**config.mk**
```make
export PLATFORM = sky130hd
export DESIGN_NAME = fetch_stage
export DESIGN_NICKNAME = d
export VERILOG_FILES = /design/src/rtl/fetch_stage.sv
export SDC_FILE = /design/constraint.sdc
export NUM_CORES = 1
export LEC_CHECK = 0
export CAP_MARGIN = 40
export CORE_MARGIN = 3
export CORE_UTILIZATION = 46
export CTS_BUF_LIST = sky130_fd_sc_hd__clkbuf_4
export DETAILED_ROUTE_END_ITERATION = 10
export PLACE_DENSITY = 0.93
export SETUP_SLACK_MARGIN = 0.05
export SLEW_MARGIN = 20
export SYNTH_ARGS = -nofsm -noshare
export SYNTH_HDL_FRONTEND = slang
export SYNTH_SLANG_ARGS = --single-unit
```
**constraint.sdc**
```tcl
create_clock -name clk -period 2.2 [get_ports clk]
set_input_delay 0.55 -clock clk [delete_from_list [all_inputs] [get_ports clk]]
set_output_delay 0.55 -clock clk [all_outputs]
set_load 0.005 [all_outputs]
```
**src/rtl/fetch_stage.sv**
```systemverilog
// Instruction-fetch stage of the 8-bit RISC pipeline: owns the PC, drives imem,
// loads the FE/DE register and resolves branches held in FE/DE using the Z/N flags.
module fetch_stage #(
   parameter int              PC_W      = 8,
   parameter logic [PC_W-1:0] RESET_PC  = 8'h00,
   parameter logic [15:0]     NOP_WORD  = 16'h0000,
   parameter logic [15:0]     HALT_WORD = 16'h0FFF
) (
   input  logic              clk,
   input  logic              reset_input,
   input  logic              stall,
   input  logic              Z_input,
   input  logic              N_input,
   input  logic [15:0]       imem_data,
   output logic [PC_W-1:0]   imem_addr,
   output logic [PC_W+15:0]  FEDE_output,
   output logic [PC_W-1:0]   pc_out,
   output logic              branch_taken,
   output logic              halted
);

   typedef enum logic [1:0] {
      BOOT = 2'd0,
      RUN  = 2'd1,
      HALT = 2'd2
   } state_t;

   state_t            state_q, state_d;
   logic [PC_W-1:0]   pc_q, pc_d;
   logic [PC_W+15:0]  fede_q, fede_d;
   logic              halted_q, halted_d;
   logic [3:0]        br_op;
   logic [PC_W-1:0]   br_target;
   logic              cond_met;
   logic              take;

   assign br_op     = fede_q[15:12];
   assign br_target = fede_q[PC_W-1:0];

   // Branch condition decode on the instruction currently sitting in FE/DE.
   always_comb begin
      cond_met = 1'b0;
      case (br_op)
         4'b1001: cond_met = 1'b1;
         4'b1010: cond_met = Z_input;
         4'b1011: cond_met = N_input;
         4'b1100: cond_met = !Z_input;
         default: cond_met = 1'b0;
      endcase
   end

   assign take = (state_q == RUN) && !stall && cond_met;

   always_comb begin
      state_d = state_q;
      pc_d    = pc_q;
      fede_d  = fede_q;
      case (state_q)
         BOOT: state_d = RUN;
         RUN: begin
            if (!stall) begin
               if (cond_met) begin
                  // Redirect and squash the wrong-path fetch with a bubble.
                  pc_d   = br_target;
                  fede_d = {pc_q, NOP_WORD};
               end else if (fede_q[15:0] == HALT_WORD) begin
                  state_d = HALT;
                  fede_d  = {pc_q, NOP_WORD};
               end else begin
                  fede_d = {pc_q, imem_data};
                  pc_d   = pc_q + PC_W'(1);
               end
            end
         end
         HALT: fede_d = {pc_q, NOP_WORD};
         default: state_d = BOOT;
      endcase
      halted_d = (state_d == HALT);
   end

   always_ff @(posedge clk or negedge reset_input) begin
      if (!reset_input) begin
         state_q  <= BOOT;
         pc_q     <= RESET_PC;
         fede_q   <= {RESET_PC, NOP_WORD};
         halted_q <= 1'b0;
      end else begin
         state_q  <= state_d;
         pc_q     <= pc_d;
         fede_q   <= fede_d;
         halted_q <= halted_d;
      end
   end

   assign imem_addr    = pc_q;
   assign pc_out       = pc_q;
   assign FEDE_output  = fede_q;
   assign branch_taken = take;
   assign halted       = halted_q;

endmodule

```
==> flow_summary.ini, run 1 <==
[route]
vias = 1376
first_iter_violations = 54
antenna_left = 0
routedWlPerCell_um = 15.51
routed_via_density = 5.526
dr.pass1.iters = 4
routed.top_layer = met4
wl_met1_um = 1640
wl_um = 3861
dr_wl_met2_um = 1952
met3_length_um = 252
drc_errors = 0

[placed_design]
port_buffers = 62
dp_hpwl_um = 2865
gp_congestion = 0.7893

[timing]
min_period_ns = 2.098
rsz0062_at_grt = yes
tightest_slew_ns = 0.4515
fin_crit_sh_pct = 95.36
clock_skew_ns = 0.007935
max_freq_mhz = 476.7
finalSetupViolations = 0
tns_ns = 0
slew_viol_final = 0
hold_viol = 0
max-slew-margin-rel_pct = 69.90

[clock_network]
clock-sinks = 35
cts_tree = built
insertion_delay_ns = 0.32
path_clk_slew_ns = 0.09
numCtsBuffers = 5
root_buffer = clkbuf_4
cts_setup_buffers = 0
clock_path_buffers = 2
h-tree-depth = 2

[logic_synthesis]
syn_area_um2 = 1702
synth.yosys.seq_area_share_pct = 51.47
synth.distinct_cells = 35
async_flop_share_pct = 100.0
syn_avg_cell_area_um2 = 11.42
synth-edff-count = 0
ys_seq_elements = 35
syn_inst = 149
syn-num-nets = 171
synth_flop_cell = dfrtp_1
synth.top_cells.by_area = dfrtp_1 51%, a22o_1 8.2%, buf_4 7.5%, mux2i_1 4.1%, mux2_2 4.0%
yosysTopAreaCell = dfrtp_1
yosysWarningCount = 0
synth_top_cell_area_share_pct = 51.47

[cells_and_area]
drive_gt1_share_pct = 14.29
post-route-util_pct = 68.08
area_growth_pct = 37.72
num-nets-final = 226
final_common_cell = clkdlybuf4s50_1
num_antenna_cells = 0
layout_common_cells = 60 x clkdlybuf4s50_1, 35 x dfrtp_1, 16 x a22o_1

[power_and_ir_drop]
p_sw_share_pct = 29.97
intPower_mw = 1.564
clkPwrFrac_pct = 13.9
p_leak_nw = 1.017
ir_worst_vdd_mv = 0.4486
p_switching_mw = 0.6695
p_comb_share_pct = 40.5
power_density_nw_per_um2 = 953.2
pwr-share-seq_pct = 45.5

[global_routing]
grt_overflow = 0
grt_pass1_wl_um = 6299
grt_max_degree = 36
antenna_found_initial = 0
grt_pass1_vias = 1357
grt_use_total_pct = 18.71

[critical_path]
r2r_start = FEDE_output[14]$_DFFE_PN0P_
cp-end-kind = primary output
arrival_ns = 1.55
startpoint = Z_input
critPathSlowestCell = or3b_1
path_max_fanout = 2
cp_data_required_time_ns = 1.65
cp_cell_sequence = clkdlybuf4s15_1 -> or3b_1 -> a21oi_2 -> o21ai_2 -> nor2_2 -> buf_2
timing_worst_setup_path_type = primary input to primary output
worstSetupStartpointType = primary input
slowest_delay_ns = 0.39

[floorplanning]
num_rows = 21
die_w_um = 66.82
die_area_um2 = 4465
initial_utilization_pct = 49.44
coreArea_um2 = 3442
io_pins = 63
dieHeight_um = 66.82

[min_path]
hp-class = flop to flop
min_from = state_q[1]$_DFF_PN0_

[outcome]
status = complete, no violations

[flow_run]
max_cap_viol_count = 0
## flip-flops by register name (all words and copies together), names as in the netlist
| signal | flops |
|---|---|
| FEDE_output | 24 |
| imem_addr | 8 |
| state_q | 2 |
| halted | 1 |
## cell families (layout without fill, tap and decap cells)
kind of cell	Yosys count	count (layout)	share of synthesized area, %
buffers and inverters	30	84	11.32
AOI/OAI and AO/OA	39	39	17.43
adders and majority gates	1	1	0.7352
DFF	35	35	51.47
and+or+nand+nor	31	31	10.96
muxes	13	13	8.088
## per-stage QoR
step	power [mW]	hold WS, ns	area [um2]	instances	worst slack [ns]
final	2.234	0.4381	2344	249	0.1021
after global routing	2.380	0.4496	2344	249	0.03538
after CTS	2.248	0.4420	2341	249	0.05099
after detailed placement	1.938	0.4315	2297	243	-0.5843
after global placement	1.894	0.4100	2297	243	-0.5522
after floorplan	1.494	0.2544	1702	149	0.3285
## layout make-up
cell class | count | area [um2]
Multi-Input combinational cell | 84 | 639.4
Tap cell | 46 | 57.56
Clock buffer | 6 | 45.04
Timing Repair Buffer | 72 | 703.2
Inverter | 6 | 22.52
Fill cell | 252 | 1099
Sequential cell | 35 | 875.8
## what timing repair did
| action | CTS | global route |
|---|---|---|
| hold buffers | 0 | 0 |
| setup endpoints to repair | 1 | 1 |
| pin swaps | 4 | 1 |
| resized for setup | 7 | 1 |
## worst max-delay path, delay by kind of cell
kind                   cells  cell delay, ns
buffers and inverters      2            0.30
AOI/OAI and AO/OA          2            0.21
and+or+nand+nor            2            0.49
## power by group through the flow
| stage | registers, mW | logic (mW) | clock network, mW |
|---|---|---|---|
| 6_report | 1.02 | 0.906 | 0.311 |
| 5_1_grt | 1.06 | 0.982 | 0.343 |
| 4_1_cts | 1.02 | 0.912 | 0.320 |
| 3_5_place_dp | 1.03 | 0.909 | 0 |
| 3_3_place_gp | 1.01 | 0.880 | 0 |
| 2_1_floorplan | 0.979 | 0.515 | 0 |
## worst paths after layout
path / cells past startpoint / end / slack (ns)
max reg2reg: 6 / imem_addr[3]$_DFFE_PN0P_ / 0.23
min in group asynchronous: 2 / halted$_DFF_PN0_ / 0.63
min: 1 / state_q[0]$_DFF_PN0_ / 0.44
min reg2reg: 1 / state_q[0]$_DFF_PN0_ / 0.44
max in group asynchronous: 2 / FEDE_output[2]$_DFFE_PN0P_ / 1.24
max: 6 / branch_taken / 0.10
## synthesized netlist by cell type (all sizes together), types with 2 or more instances
master and n:
a21oi 8, a22o 16, a2bb2oi 5, buf 21, clkbuf 3, dfrtp 35, inv 6, mux2 6
mux2i 7, nand2 7, nand2b 2, nand3 5, nand4 4, nand4bb 2, nor2 3, o21ai 4
o22ai 2
## layer usage
layer  vias up  global-route usage [%]
met3         2                   4.890
met5         -                       0
met1       675                   22.75
met2        57                   32.80
li1        642                       -
met4         0                   4.569
Note: power is estimated with default switching activity, not from simulation.
==> run 2, diff against run 1 <==
--- a/config.mk
+++ b/config.mk
@@ -7,10 +7,9 @@
 export LEC_CHECK = 0
 export CAP_MARGIN = 40
 export CORE_MARGIN = 3
-export CORE_UTILIZATION = 46
-export CTS_BUF_LIST = sky130_fd_sc_hd__clkbuf_4
+export CORE_UTILIZATION = 44
 export DETAILED_ROUTE_END_ITERATION = 10
-export PLACE_DENSITY = 0.93
+export PLACE_DENSITY = 0.89
 export SETUP_SLACK_MARGIN = 0.05
 export SLEW_MARGIN = 20
 export SYNTH_ARGS = -nofsm -noshare
==> flow_summary.ini, run 2 (synthesized netlist as in run 1, its figures left out) <==
[critical_path]
arrival_ns = 1.50
timing_worst_setup_path_type = primary input to primary output
cp_data_required_time_ns = 1.65
cp-end-kind = primary output
path_max_fanout = 2
worstSetupStartpointType = primary input

[route]
routed_via_density = 5.486
dr.pass1.iters = 4
first_iter_violations = 36
vias = 1377
antenna_left = 0
wl_um = 4082
drc_errors = 0
routedWlPerCell_um = 16.26

[global_routing]
grt_pass1_vias = 1398
grt_max_degree = 36
grt_overflow = 0
antenna_found_initial = 0
grt_pass1_wl_um = 6706
grt_use_total_pct = 19.72

[cells_and_area]
layout_common_cells = 59 x clkdlybuf4s50_1, 35 x dfrtp_1, 16 x a22o_1
num-nets-final = 226
post-route-util_pct = 68.05
drive_gt1_share_pct = 15.12
area_growth_pct = 40.81
final_common_cell = clkdlybuf4s50_1
stdcell_area_um2 = 2396
num_antenna_cells = 0
largest_reg_flops = 24
stdcell_count = 251

[power_and_ir_drop]
intPower_mw = 1.726
clkPwrFrac_pct = 20.9
p_sw_share_pct = 29.13
pwr-share-seq_pct = 41.7
p_switching_mw = 0.7093
ir_worst_vdd_mv = 0.5350
p_leak_nw = 1.049
power.total_mw = 2.435
p_comb_share_pct = 37.4
power_density_nw_per_um2 = 1016

[floorplanning]
die_w_um = 68.19
die_area_um2 = 4649
dieHeight_um = 68.19
num_rows = 21
coreArea_um2 = 3521
io_pins = 63
initial_utilization_pct = 48.33

[timing]
worst_hold_slack_ns = 0.4406
max-slew-margin-rel_pct = 71.11
max_freq_mhz = 488.8
clock_skew_ns = 0.007615
tns_ns = 0
min_period_ns = 2.046
hold_viol = 0
tightest_slew_ns = 0.4334
slew_viol_final = 0
finalSetupViolations = 0
fin_crit_sh_pct = 92.99
rsz0062_at_grt = no
worst_slack_ns = 0.1543

[clock_network]
path_clk_slew_ns = 0.07
h-tree-depth = 2
clock_path_buffers = 2
insertion_delay_ns = 0.29
cts_tree = built
clock-sinks = 35
root_buffer = clkbuf_8
numCtsBuffers = 5
cts_setup_buffers = 0

[placed_design]
dpl.cell_count = 243
port_buffers = 62
dp_hpwl_um = 2996
place_area_um2 = 2297
gp_congestion = 0.7707
place_ws_ns = -0.5929

[flow_run]
max_cap_viol_count = 0

[outcome]
status = complete, no violations

[min_path]
hp-class = flop to flop
==> run 2: cell count changes in the layout (fill, tap and decap cells not counted), sizes merged <==
cell	change
buf	+1
clkbuf	+2
dlymetal6s2s	+1
clkdlybuf4s50	-1
clkdlybuf4s15	-1
==> run 2: path summary, 6_finish.rpt <==
check	from	to	slack, ns	cells past startpoint
worst min-delay path	state_q[1]$_DFF_PN0_	state_q[0]$_DFF_PN0_	0.44	1
min in group asynchronous	reset_input	imem_addr[3]$_DFFE_PN0P_	0.68	2
max in group asynchronous	reset_input	FEDE_output[7]$_DFFE_PN0P_	1.21	2
worst max-delay path	Z_input	branch_taken	0.15	6
worst max register to register	FEDE_output[14]$_DFFE_PN0P_	imem_addr[3]$_DFFE_PN0P_	0.16	6
worst min register to register	state_q[1]$_DFF_PN0_	state_q[0]$_DFF_PN0_	0.44	1
==> run 2: metal layers <==
| metal | up-vias | routed length [um] | global-route usage [%] |
|---|---|---|---|
| met2 | 54 | 2144 | 34.18 |
| li1 | 640 | - | - |
| met3 | 6 | 255 | 5.090 |
| met1 | 677 | 1627 | 23.13 |
| met4 | 0 | 55 | 7.940 |
| met5 | - | 0 | 0 |
==> run 2: layout make-up <==
type                            count  area (um2)
Clock buffer                        8       100.1
Fill cell                         265        1125
Inverter                            6       22.52
Multi-Input combinational cell     84       639.4
Sequential cell                    35       875.8
Tap cell                           46       57.56
Timing Repair Buffer               72       700.7
==> run 2: repair_timing <==
item                       4_1_cts  5_1_grt
setup endpoints to repair        3        1
resized for setup                9        2
pin swaps                        4        4
hold buffers                     0        0
==> run 2: critical path, cell delays in order <==
cell	delay [ns]
buf_2	0.11
or3b_1	0.39
a21oi_2	0.14
o21ai_2	0.09
nor2_2	0.10
buf_2	0.12
==> run 2: power groups by stage <==
stage / Sequential [mW] / Clock (mW) / Combinational (mW)
2_1_floorplan: 0.979 / 0 / 0.515
3_3_place_gp: 1.01 / 0 / 0.892
3_5_place_dp: 1.03 / 0 / 0.912
4_1_cts: 1.02 / 0.514 / 0.925
5_1_grt: 1.05 / 0.540 / 0.987
6_report: 1.02 / 0.509 / 0.911
